`src/rtl/btb_update_queue_pkg.sv`:
```
// Shared types and constants for the BTB update queue.
// Address width is fixed here because the entry struct depends on it.
package btb_pkg;

  localparam int AMSB   = 31;
  localparam int NLANES = 3;

  // One queued BTB write: branch pc, resolved target, resolved direction.
  typedef struct packed {
    logic [AMSB:0] pc;
    logic [AMSB:0] tgt;
    logic          taken;
  } btb_upd_t;

  // Two branches collide in the BTB when they match above bit 0.
  function automatic logic same_line(input logic [AMSB:0] a, input logic [AMSB:0] b);
    return a[AMSB:1] == b[AMSB:1];
  endfunction

endpackage

```
`src/rtl/btb_update_queue_if.sv`:
```
// Bus bundles for the BTB update queue.
//
// Handshakes:
// - Lane side: a lane is taken on a clock edge when br_v && br_upd && in_rdy.
//   The whole three-lane group is accepted together. While in_rdy=0 the lane
//   inputs are ignored, and the branch units hold them.
// - Write side: out_wr is a valid signal and out_rdy is the matching ready.
//   An entry is consumed on an edge where out_wr && out_rdy. While out_wr && !out_rdy,
//   out_wadr, out_wdat and out_valid stay stable.
interface btb_br_if;
  import btb_pkg::*;
  logic [NLANES-1:0]         br_v;
  logic [NLANES-1:0]         br_upd;
  logic [NLANES-1:0]         br_taken;
  logic [NLANES-1:0][AMSB:0] br_pc;
  logic [NLANES-1:0][AMSB:0] br_tgt;
  logic                      in_rdy;

  modport master (output br_v, br_upd, br_taken, br_pc, br_tgt, input in_rdy);
  modport slave  (input br_v, br_upd, br_taken, br_pc, br_tgt, output in_rdy);
endinterface

interface btb_wr_if;
  import btb_pkg::*;
  logic          out_wr;
  logic [AMSB:0] out_wadr;
  logic [AMSB:0] out_wdat;
  logic          out_valid;
  logic          out_rdy;

  modport master (output out_wr, out_wadr, out_wdat, out_valid, input out_rdy);
  modport slave  (input out_wr, out_wadr, out_wdat, out_valid, output out_rdy);
endinterface

```
`src/rtl/btb_update_queue_compact.sv`:
```
// Combinational front end: qualifies the lanes, drops same-cycle duplicates
// (the youngest lane wins), and packs the survivors into slot0..slot2 in lane order.
module btb_upd_compact
  import btb_pkg::*;
(
  input  logic                      i_in_rdy,
  input  logic [NLANES-1:0]         i_br_v,
  input  logic [NLANES-1:0]         i_br_upd,
  input  logic [NLANES-1:0]         i_br_taken,
  input  logic [NLANES-1:0][AMSB:0] i_br_pc,
  input  logic [NLANES-1:0][AMSB:0] i_br_tgt,
  output logic [1:0]                o_k,
  output btb_upd_t                  o_slot0,
  output btb_upd_t                  o_slot1,
  output btb_upd_t                  o_slot2
);

  logic [NLANES-1:0] w_cand;
  logic [NLANES-1:0] w_surv;
  logic [1:0]        w_idx;
  btb_upd_t          w_slot [NLANES];

  // A lane is a candidate only when it needs a write and the queue has room.
  always_comb begin
    w_cand = i_br_v & i_br_upd & {NLANES{i_in_rdy}};
  end

  // Drop an older lane when a younger candidate hits the same BTB line.
  always_comb begin
    w_surv = w_cand;
    for (int n = 0; n < NLANES; n++) begin
      for (int m = n + 1; m < NLANES; m++) begin
        if (w_cand[m] && same_line(i_br_pc[m], i_br_pc[n])) begin
          w_surv[n] = 1'b0;
        end
      end
    end
  end

  // Pack survivors into consecutive slots with no holes.
  always_comb begin
    w_idx = 2'd0;
    for (int s = 0; s < NLANES; s++) begin
      w_slot[s] = '0;
    end
    for (int n = 0; n < NLANES; n++) begin
      if (w_surv[n]) begin
        w_slot[w_idx].pc    = i_br_pc[n];
        w_slot[w_idx].tgt   = i_br_tgt[n];
        w_slot[w_idx].taken = i_br_taken[n];
        w_idx = w_idx + 2'd1;
      end
    end
    o_k = w_idx;
  end

  assign o_slot0 = w_slot[0];
  assign o_slot1 = w_slot[1];
  assign o_slot2 = w_slot[2];

endmodule

```
`src/rtl/btb_update_queue.sv`:
```
// BTB update queue: accepts up to three filtered updates per cycle, buffers
// them in order, and drains one per cycle through a registered write port.
module btb_update_queue
  import btb_pkg::*;
#(
  parameter int DEPTH = 16
) (
  input  logic                   clk4x,
  input  logic                   rst,
  btb_br_if.slave                br,
  btb_wr_if.master               wr,
  output logic [$clog2(DEPTH):0] count,
  output logic [15:0]            upd_cnt
);

  localparam int PW = $clog2(DEPTH) + 1;
  localparam int IW = PW - 1;

  btb_upd_t        r_mem [DEPTH];
  logic [PW-1:0]   r_wptr;
  logic [PW-1:0]   r_rptr;
  logic [PW-1:0]   r_count;
  logic [15:0]     r_upd_cnt;
  btb_upd_t        r_out;
  logic            r_out_wr;

  logic            w_in_rdy;
  logic [1:0]      w_k;
  btb_upd_t        w_slot0;
  btb_upd_t        w_slot1;
  btb_upd_t        w_slot2;
  logic [IW-1:0]   w_widx0;
  logic [IW-1:0]   w_widx1;
  logic [IW-1:0]   w_widx2;
  logic            w_empty;
  logic            w_deq;
  btb_upd_t        w_head;
  logic [16:0]     w_upd_sum;

  // Room for a full three-lane group, decided from registered occupancy only.
  assign w_in_rdy  = (PW'(DEPTH) - r_count) >= PW'(3);
  assign br.in_rdy = w_in_rdy;

  btb_upd_compact u_compact (
    .i_in_rdy   (w_in_rdy),
    .i_br_v     (br.br_v),
    .i_br_upd   (br.br_upd),
    .i_br_taken (br.br_taken),
    .i_br_pc    (br.br_pc),
    .i_br_tgt   (br.br_tgt),
    .o_k        (w_k),
    .o_slot0    (w_slot0),
    .o_slot1    (w_slot1),
    .o_slot2    (w_slot2)
  );

  assign w_widx0   = r_wptr[IW-1:0];
  assign w_widx1   = r_wptr[IW-1:0] + IW'(1);
  assign w_widx2   = r_wptr[IW-1:0] + IW'(2);
  assign w_empty   = (r_wptr == r_rptr);
  assign w_head    = r_mem[r_rptr[IW-1:0]];
  // The output register takes the head whenever it is free or being consumed.
  assign w_deq     = !w_empty && (!r_out_wr || wr.out_rdy);
  assign w_upd_sum = {1'b0, r_upd_cnt} + 17'(w_k);

  // Storage: write the packed survivors at wptr, wptr+1, wptr+2.
  always_ff @(posedge clk4x) begin
    if (!rst) begin
      if (w_k >= 2'd1) r_mem[w_widx0] <= w_slot0;
      if (w_k >= 2'd2) r_mem[w_widx1] <= w_slot1;
      if (w_k >= 2'd3) r_mem[w_widx2] <= w_slot2;
    end
  end

  // Pointers, occupancy and the saturating update counter.
  always_ff @(posedge clk4x) begin
    if (rst) begin
      r_wptr    <= '0;
      r_rptr    <= '0;
      r_count   <= '0;
      r_upd_cnt <= '0;
    end else begin
      r_wptr    <= r_wptr + PW'(w_k);
      r_rptr    <= r_rptr + PW'(w_deq);
      r_count   <= r_count + PW'(w_k) - PW'(w_deq);
      r_upd_cnt <= w_upd_sum[16] ? 16'hFFFF : w_upd_sum[15:0];
    end
  end

  // Output stage: load the head, drop the request once consumed, else hold.
  always_ff @(posedge clk4x) begin
    if (rst) begin
      r_out_wr <= 1'b0;
      r_out    <= '0;
    end else if (w_deq) begin
      r_out_wr <= 1'b1;
      r_out    <= w_head;
    end else if (r_out_wr && wr.out_rdy) begin
      r_out_wr <= 1'b0;
    end
  end

  assign wr.out_wr    = r_out_wr;
  assign wr.out_wadr  = r_out.pc;
  assign wr.out_wdat  = r_out.tgt;
  assign wr.out_valid = r_out.taken;
  assign count        = r_count;
  assign upd_cnt      = r_upd_cnt;

endmodule

```
`src/flat_wrapper.sv`:
```
// flat-port wrapper written by rule: the top's interface ports become plain ports
module btb_update_queue_flat import btb_pkg::*;
#(
  parameter int DEPTH = 16
)
  (clk4x, rst, count, upd_cnt, br_br_v, br_br_upd, br_br_taken, br_br_pc, br_br_tgt, br_in_rdy, wr_out_wr, wr_out_wadr, wr_out_wdat, wr_out_valid, wr_out_rdy);
  btb_br_if br_i ();
  btb_wr_if wr_i ();
  input  logic clk4x;
  input  logic rst;
  output logic [$clog2(DEPTH):0] count;
  output logic [15:0] upd_cnt;
  input wire logic [$bits(br_i.br_v)-1:0] br_br_v;
  input wire logic [$bits(br_i.br_upd)-1:0] br_br_upd;
  input wire logic [$bits(br_i.br_taken)-1:0] br_br_taken;
  input wire logic [$bits(br_i.br_pc)-1:0] br_br_pc;
  input wire logic [$bits(br_i.br_tgt)-1:0] br_br_tgt;
  output wire logic [$bits(br_i.in_rdy)-1:0] br_in_rdy;
  output wire logic [$bits(wr_i.out_wr)-1:0] wr_out_wr;
  output wire logic [$bits(wr_i.out_wadr)-1:0] wr_out_wadr;
  output wire logic [$bits(wr_i.out_wdat)-1:0] wr_out_wdat;
  output wire logic [$bits(wr_i.out_valid)-1:0] wr_out_valid;
  input wire logic [$bits(wr_i.out_rdy)-1:0] wr_out_rdy;
  assign br_i.br_v = br_br_v;
  assign br_i.br_upd = br_br_upd;
  assign br_i.br_taken = br_br_taken;
  assign br_i.br_pc = br_br_pc;
  assign br_i.br_tgt = br_br_tgt;
  assign br_in_rdy = br_i.in_rdy;
  assign wr_out_wr = wr_i.out_wr;
  assign wr_out_wadr = wr_i.out_wadr;
  assign wr_out_wdat = wr_i.out_wdat;
  assign wr_out_valid = wr_i.out_valid;
  assign wr_i.out_rdy = wr_out_rdy;
  btb_update_queue #(.DEPTH(DEPTH)) u_core (.clk4x(clk4x), .rst(rst), .br(br_i), .wr(wr_i), .count(count), .upd_cnt(upd_cnt));
endmodule
```
`config.mk`:
```
export PLATFORM = sky130hd
export DESIGN_NAME = btb_update_queue_flat
export DESIGN_NICKNAME = d
export VERILOG_FILES = /design/src/rtl/btb_update_queue_pkg.sv /design/src/rtl/btb_update_queue_if.sv /design/src/rtl/btb_update_queue_compact.sv /design/src/rtl/btb_update_queue.sv /design/src/flat_wrapper.sv
export SDC_FILE = /design/constraint.sdc
export NUM_CORES = 2
export LEC_CHECK = 0
export BUFFER_PORTS_ARGS = -buffer_cell sky130_fd_sc_hd__buf_2
export CAP_MARGIN = 20
export CELL_PAD_IN_SITES_DETAIL_PLACEMENT = 0
export CELL_PAD_IN_SITES_GLOBAL_PLACEMENT = 1
export CORE_MARGIN = 3
export CORE_UTILIZATION = 25
export CTS_CLUSTER_SIZE = 30
export DETAILED_ROUTE_END_ITERATION = 10
export MAX_ROUTING_LAYER = met4
export PLACE_DENSITY_LB_ADDON = 0.05
export SYNTH_ARGS = -nofsm -noshare
export SYNTH_HDL_FRONTEND = slang
export SYNTH_HIERARCHICAL = 1
export SYNTH_SLANG_ARGS = --single-unit
```
`constraint.sdc`:
```
create_clock -name clk4x -period 16.1 [get_ports clk4x]
set_input_delay 2.415 -clock clk4x [delete_from_list [all_inputs] [get_ports clk4x]]
set_output_delay 2.415 -clock clk4x [all_outputs]
set_load 0.01 [all_outputs]
```
==> impl_summary.log <==
[metrics] worst hold margin: approximately 470 ps
[metrics] detailed-router iteration count before antenna repair: 5
[metrics] sort of element at the start of the critical path: input port
[metrics] remaining global-route overflow: 0
[metrics] internal power: about 6.9 mW
[metrics] portion of the post-synthesis area used by sequential elements: 49.5%
[metrics] Area growth syn-to-layout: 13.5%
[metrics] number of library cell types mapped by synthesis: 58
[metrics] placed cell areas: 71,000 sq um
[metrics] TritonCTS Buffers: 155
[metrics] data arrival time of the critical path: 9730 ps
[metrics] most used flip-flop cell after synthesis: sky130_fd_sc_hd__edfxtp_1
[metrics] sequential cell fraction of total power: 33.9%
[metrics] start of the worst register-to-register path: u_core/count[2]$_SDFF_PP0_
[metrics] switching power of the nets: 4.13 mW
[metrics] proportion of register bits with asynchronous set or reset after synthesis: 0%
[metrics] Max Fanout on Critical Path: 63
[metrics] first-pass GRT wire length: about 550,000 um
[metrics] path depth of the worst reg2reg path: 23
[metrics] drt wl/cell: 43.4 um
[metrics] per-instance average area after synthesis: 10.9 sq um
[metrics] Port Buffers: 291
[metrics] post-CTS setup repair buffer count: 0
[metrics] post-DR vias/cell: 6.19
[metrics] number of cells on the worst hold path: 1
[metrics] slew at the pin with the worst max-slew slack: roughly 1200 ps
[metrics] total count of hold-check failures in the final report: 0
[metrics] count of warnings emitted by yosys: 6
[metrics] Finished Core Util: between 20 and 30%
[metrics] post-route minimum period: 9270 ps
[metrics] total negative slack for setup checks: 0 ps
[metrics] crit share post-route: 57.6%
[metrics] top cell type's share of synthesized area: 46.6%
[metrics] terminating pin of the worst hold path: u_core/wr.out_wadr[6]$_SDFFE_PP0P_
[metrics] post-cts resize count: 0
[metrics] post-route antenna net violation count: 0
[metrics] top-count cell post-synth: sky130_fd_sc_hd__edfxtp_1
[metrics] critical path endpoint category: register
[metrics] synthesized netlist net count: approximately 6.4k
[metrics] count of routing violations after the opening detailed-route iteration: 7,564
[metrics] Data required, critical path: 16,560 ps
[metrics] routed via count: 58.9k
[metrics] power density over cell area: 145 nW/um^2
[metrics] total routed wirelength: 413,000 um
[metrics] largest net degree at the start of global routing: ~140
[metrics] vias in the first global route: 57.1k
[metrics] tightest slew margin relative to the limit: 18.6%
[metrics] worst clock skew on the final layout: between 30 and 40 ps
[metrics] maximum clock path buffer count: 3
[metrics] peak supply drop: 123 uV
[metrics] clock network fraction of design power: a little under a third
[metrics] final slew viol count: 0
[metrics] power share of the combinational group: 34.6%
[metrics] switching portion of total power: 37.4%
[metrics] outcome: finished clean
[metrics] Post-Syn Area: 67,000 sq um
[metrics] number of fillers in the final layout: 27.5k
[metrics] count of endpoints failing setup in the final report: 0
[metrics] Total Power: between 10 and 15 mW
[metrics] die area: approximately 270,000 sq um
[metrics] Die W: 524 um
[metrics] Clock Sink Count: 1,137
[metrics] Post-synth EDFFs: 1,040
[metrics] all-layer global routing usage: 30.1%
[metrics] reg-to-reg slack, setup: 7830 ps
[metrics] DRC violation count after routing: 0
[metrics] leakage power: 24.6 nW
[metrics] root buffer cell: sky130_fd_sc_hd__clkbuf_16
[metrics] routability congestion estimate from global placement: 0.938
[metrics] clock tree from TritonCTS: yes
[metrics] post-route cell area: roughly 76,000 sq um
[metrics] Final Net Count: approximately 6k
[metrics] #FFs+latches synth: 1,137
[metrics] clock-pin slew on the worst setup and hold paths: 50 ps
[metrics] Worst Setup Path Type: in2reg
[metrics] depth of the CTS H-tree: 4
[metrics] r2r endpoint: u_core/r_mem[5][26]$_DFFE_PP_
[metrics] Core Area: 266,000 sq um
[metrics] number of hold buffers added after CTS: 0
[metrics] main area contributors after synthesis: sky130_fd_sc_hd__edfxtp_1, sky130_fd_sc_hd__mux4_2, sky130_fd_sc_hd__a221o_1
[metrics] source-to-sink clock delay at the later pin of the worst-skew pair: 850 ps
[metrics] boundary pin count: 292
[metrics] Placement Rows: 189
[metrics] most frequent cells after synthesis: sky130_fd_sc_hd__edfxtp_1, sky130_fd_sc_hd__nor2_1, sky130_fd_sc_hd__nand2_1
[metrics] Peak Freq: 0.108 GHz
[metrics] class of the tightest hold or removal check: reg2reg
[metrics] starting utilization of the core area: 25.2%
[metrics] cell count after synthesis: 6,171
[metrics] detailed placer's ending HPWL: around 230,000 um
[metrics] source of the worst hold timing path: u_core/wr.out_wadr[6]$_SDFFE_PP0P_
[metrics] number of maximum-capacitance violations: 0
[metrics] initial antenna violation count: ~50
[metrics] cell type with the largest total area after synthesis: sky130_fd_sc_hd__edfxtp_1
[metrics] vertical die dimension: 524 um
[metrics] RSZ-0062 raised after global routing: false
[metrics] share of layout cells above drive strength 1: roughly 18%
-- kinds of logic (layout without fill, tap and decap cells) --
logic type | after synthesis | in the layout | synth area share [%]
other cells | 0 | 23 | 0
fa+ha+maj | 21 | 21 | 0.426
mux | 261 | 261 | 8.75
buf+inv | 996 | 787 | 6.12
flops | 1137 | 1137 | 49.5
compound gates | 2025 | 2025 | 23.9
simple gates | 1611 | 1611 | 9.67
xor+xnor | 120 | 120 | 1.62
-- layout make-up --
cell class              instances  area [sq um]  share of cell area [%]
repair buffers                478          2990                    3.93
diodes                         23          57.6                  0.0757
multi-input cells            4038         30400                    40.0
well taps                    3533          4420                    5.81
inverters                      19          73.8                  0.0971
flip-flops and latches       1137         33200                    43.6
clock buffers                 218          4320                    5.68
clock inverters                72           604                   0.795
-- power by group through the flow --
| stage | Sequential (mW) | Combinational (mW) | Clock (mW) |
|---|---|---|---|
| global route | 3.76 | 3.99 | 3.66 |
| detailed placement | 3.80 | 3.78 | 0 |
| floorplan | 3.78 | 2.23 | 0 |
| finish | 3.74 | 3.82 | 3.46 |
| CTS | 3.74 | 3.79 | 3.55 |
| global placement | 3.81 | 3.77 | 0 |
-- metrics by stage --
step,instances,setup slack [ps]
final,9518,6830
after global routing,9518,6920
after CTS,9491,7210
after detailed placement,9201,6340
after global placement,9195,5830
after floorplan,6171,3300
-- per-layer routing --
metal	vias up	part of all wire, %	track usage [%]
met4	0	5.0	13.3
met1	31389	43	39.3
li1	23740	-	-
met2	3103	46	46.3
met3	713	6.4	4.44
met5	-	0	-
-- sequential cells by signal, indices dropped and copies added (netlist names) --
| register | count |
|---|---|
| u_core/wr.out_wdat | 32 |
| u_core/wr.out_wadr | 32 |
| u_core/r_rptr | 5 |
| u_core/wr.out_wr | 1 |
| u_core/r_wptr | 5 |
| u_core/wr.out_valid | 1 |
| u_core/count | 5 |
| u_core/upd_cnt | 16 |
| u_core/r_mem | 1040 |
-- how the worst max path moves through the flow --
stage / start / to / slack, ps / cells past startpoint
floorplan: br_br_pc[44] / u_core/r_mem[13][0]$_DFFE_PP_ / 3300 / 11
global placement: br_br_pc[34] / u_core/r_mem[5][36]$_DFFE_PP_ / 5830 / 17
detailed placement: br_br_pc[51] / u_core/r_mem[5][36]$_DFFE_PP_ / 6340 / 18
CTS: br_br_pc[51] / u_core/r_mem[5][34]$_DFFE_PP_ / 7210 / 18
global route: br_br_pc[51] / u_core/r_mem[5][26]$_DFFE_PP_ / 6920 / 18
finish: br_br_pc[51] / u_core/r_mem[5][26]$_DFFE_PP_ / 6830 / 18
-- critical path, stage by stage --
cell                       delay, ps
sky130_fd_sc_hd__buf_2           280
sky130_fd_sc_hd__xor2_1          960
sky130_fd_sc_hd__nor4_1          180
sky130_fd_sc_hd__buf_2           240
sky130_fd_sc_hd__nand2_1         200
sky130_fd_sc_hd__nor4_4           70
sky130_fd_sc_hd__nor2_1          370
sky130_fd_sc_hd__inv_4           290
sky130_fd_sc_hd__ha_1            290
sky130_fd_sc_hd__o21ai_0         160
sky130_fd_sc_hd__buf_4           210
sky130_fd_sc_hd__nand2b_2        200
sky130_fd_sc_hd__nor2_4          690
sky130_fd_sc_hd__buf_4           910
sky130_fd_sc_hd__nand2_4         660
sky130_fd_sc_hd__o311ai_2        300
sky130_fd_sc_hd__buf_4           420
sky130_fd_sc_hd__buf_4           700
-- placed cells by master (no fill, tap or decap), types with 27 or more instances in the layout --
cell	Yosys	final
sky130_fd_sc_hd__mux4_2	260	260
sky130_fd_sc_hd__nor2_1	825	808
sky130_fd_sc_hd__a31o_1	50	50
sky130_fd_sc_hd__and3_1	72	71
sky130_fd_sc_hd__a22o_1	133	130
sky130_fd_sc_hd__a21oi_1	286	281
sky130_fd_sc_hd__buf_4	19	173
sky130_fd_sc_hd__clkinv_2	0	27
sky130_fd_sc_hd__clkbuf_16	0	159
sky130_fd_sc_hd__a221o_1	520	520
sky130_fd_sc_hd__nand2_1	613	602
sky130_fd_sc_hd__clkbuf_1	556	47
sky130_fd_sc_hd__o21ai_0	200	192
sky130_fd_sc_hd__dfxtp_1	97	95
sky130_fd_sc_hd__o21ai_1	74	73
sky130_fd_sc_hd__edfxtp_1	1040	1040
sky130_fd_sc_hd__buf_2	234	294
sky130_fd_sc_hd__clkinv_1	0	27
sky130_fd_sc_hd__o31ai_1	65	65
sky130_fd_sc_hd__a22oi_1	132	130
sky130_fd_sc_hd__xor2_1	109	108
sky130_fd_sc_hd__a32oi_1	520	520
No activity file was read; power rests on OpenSTA's default activity.
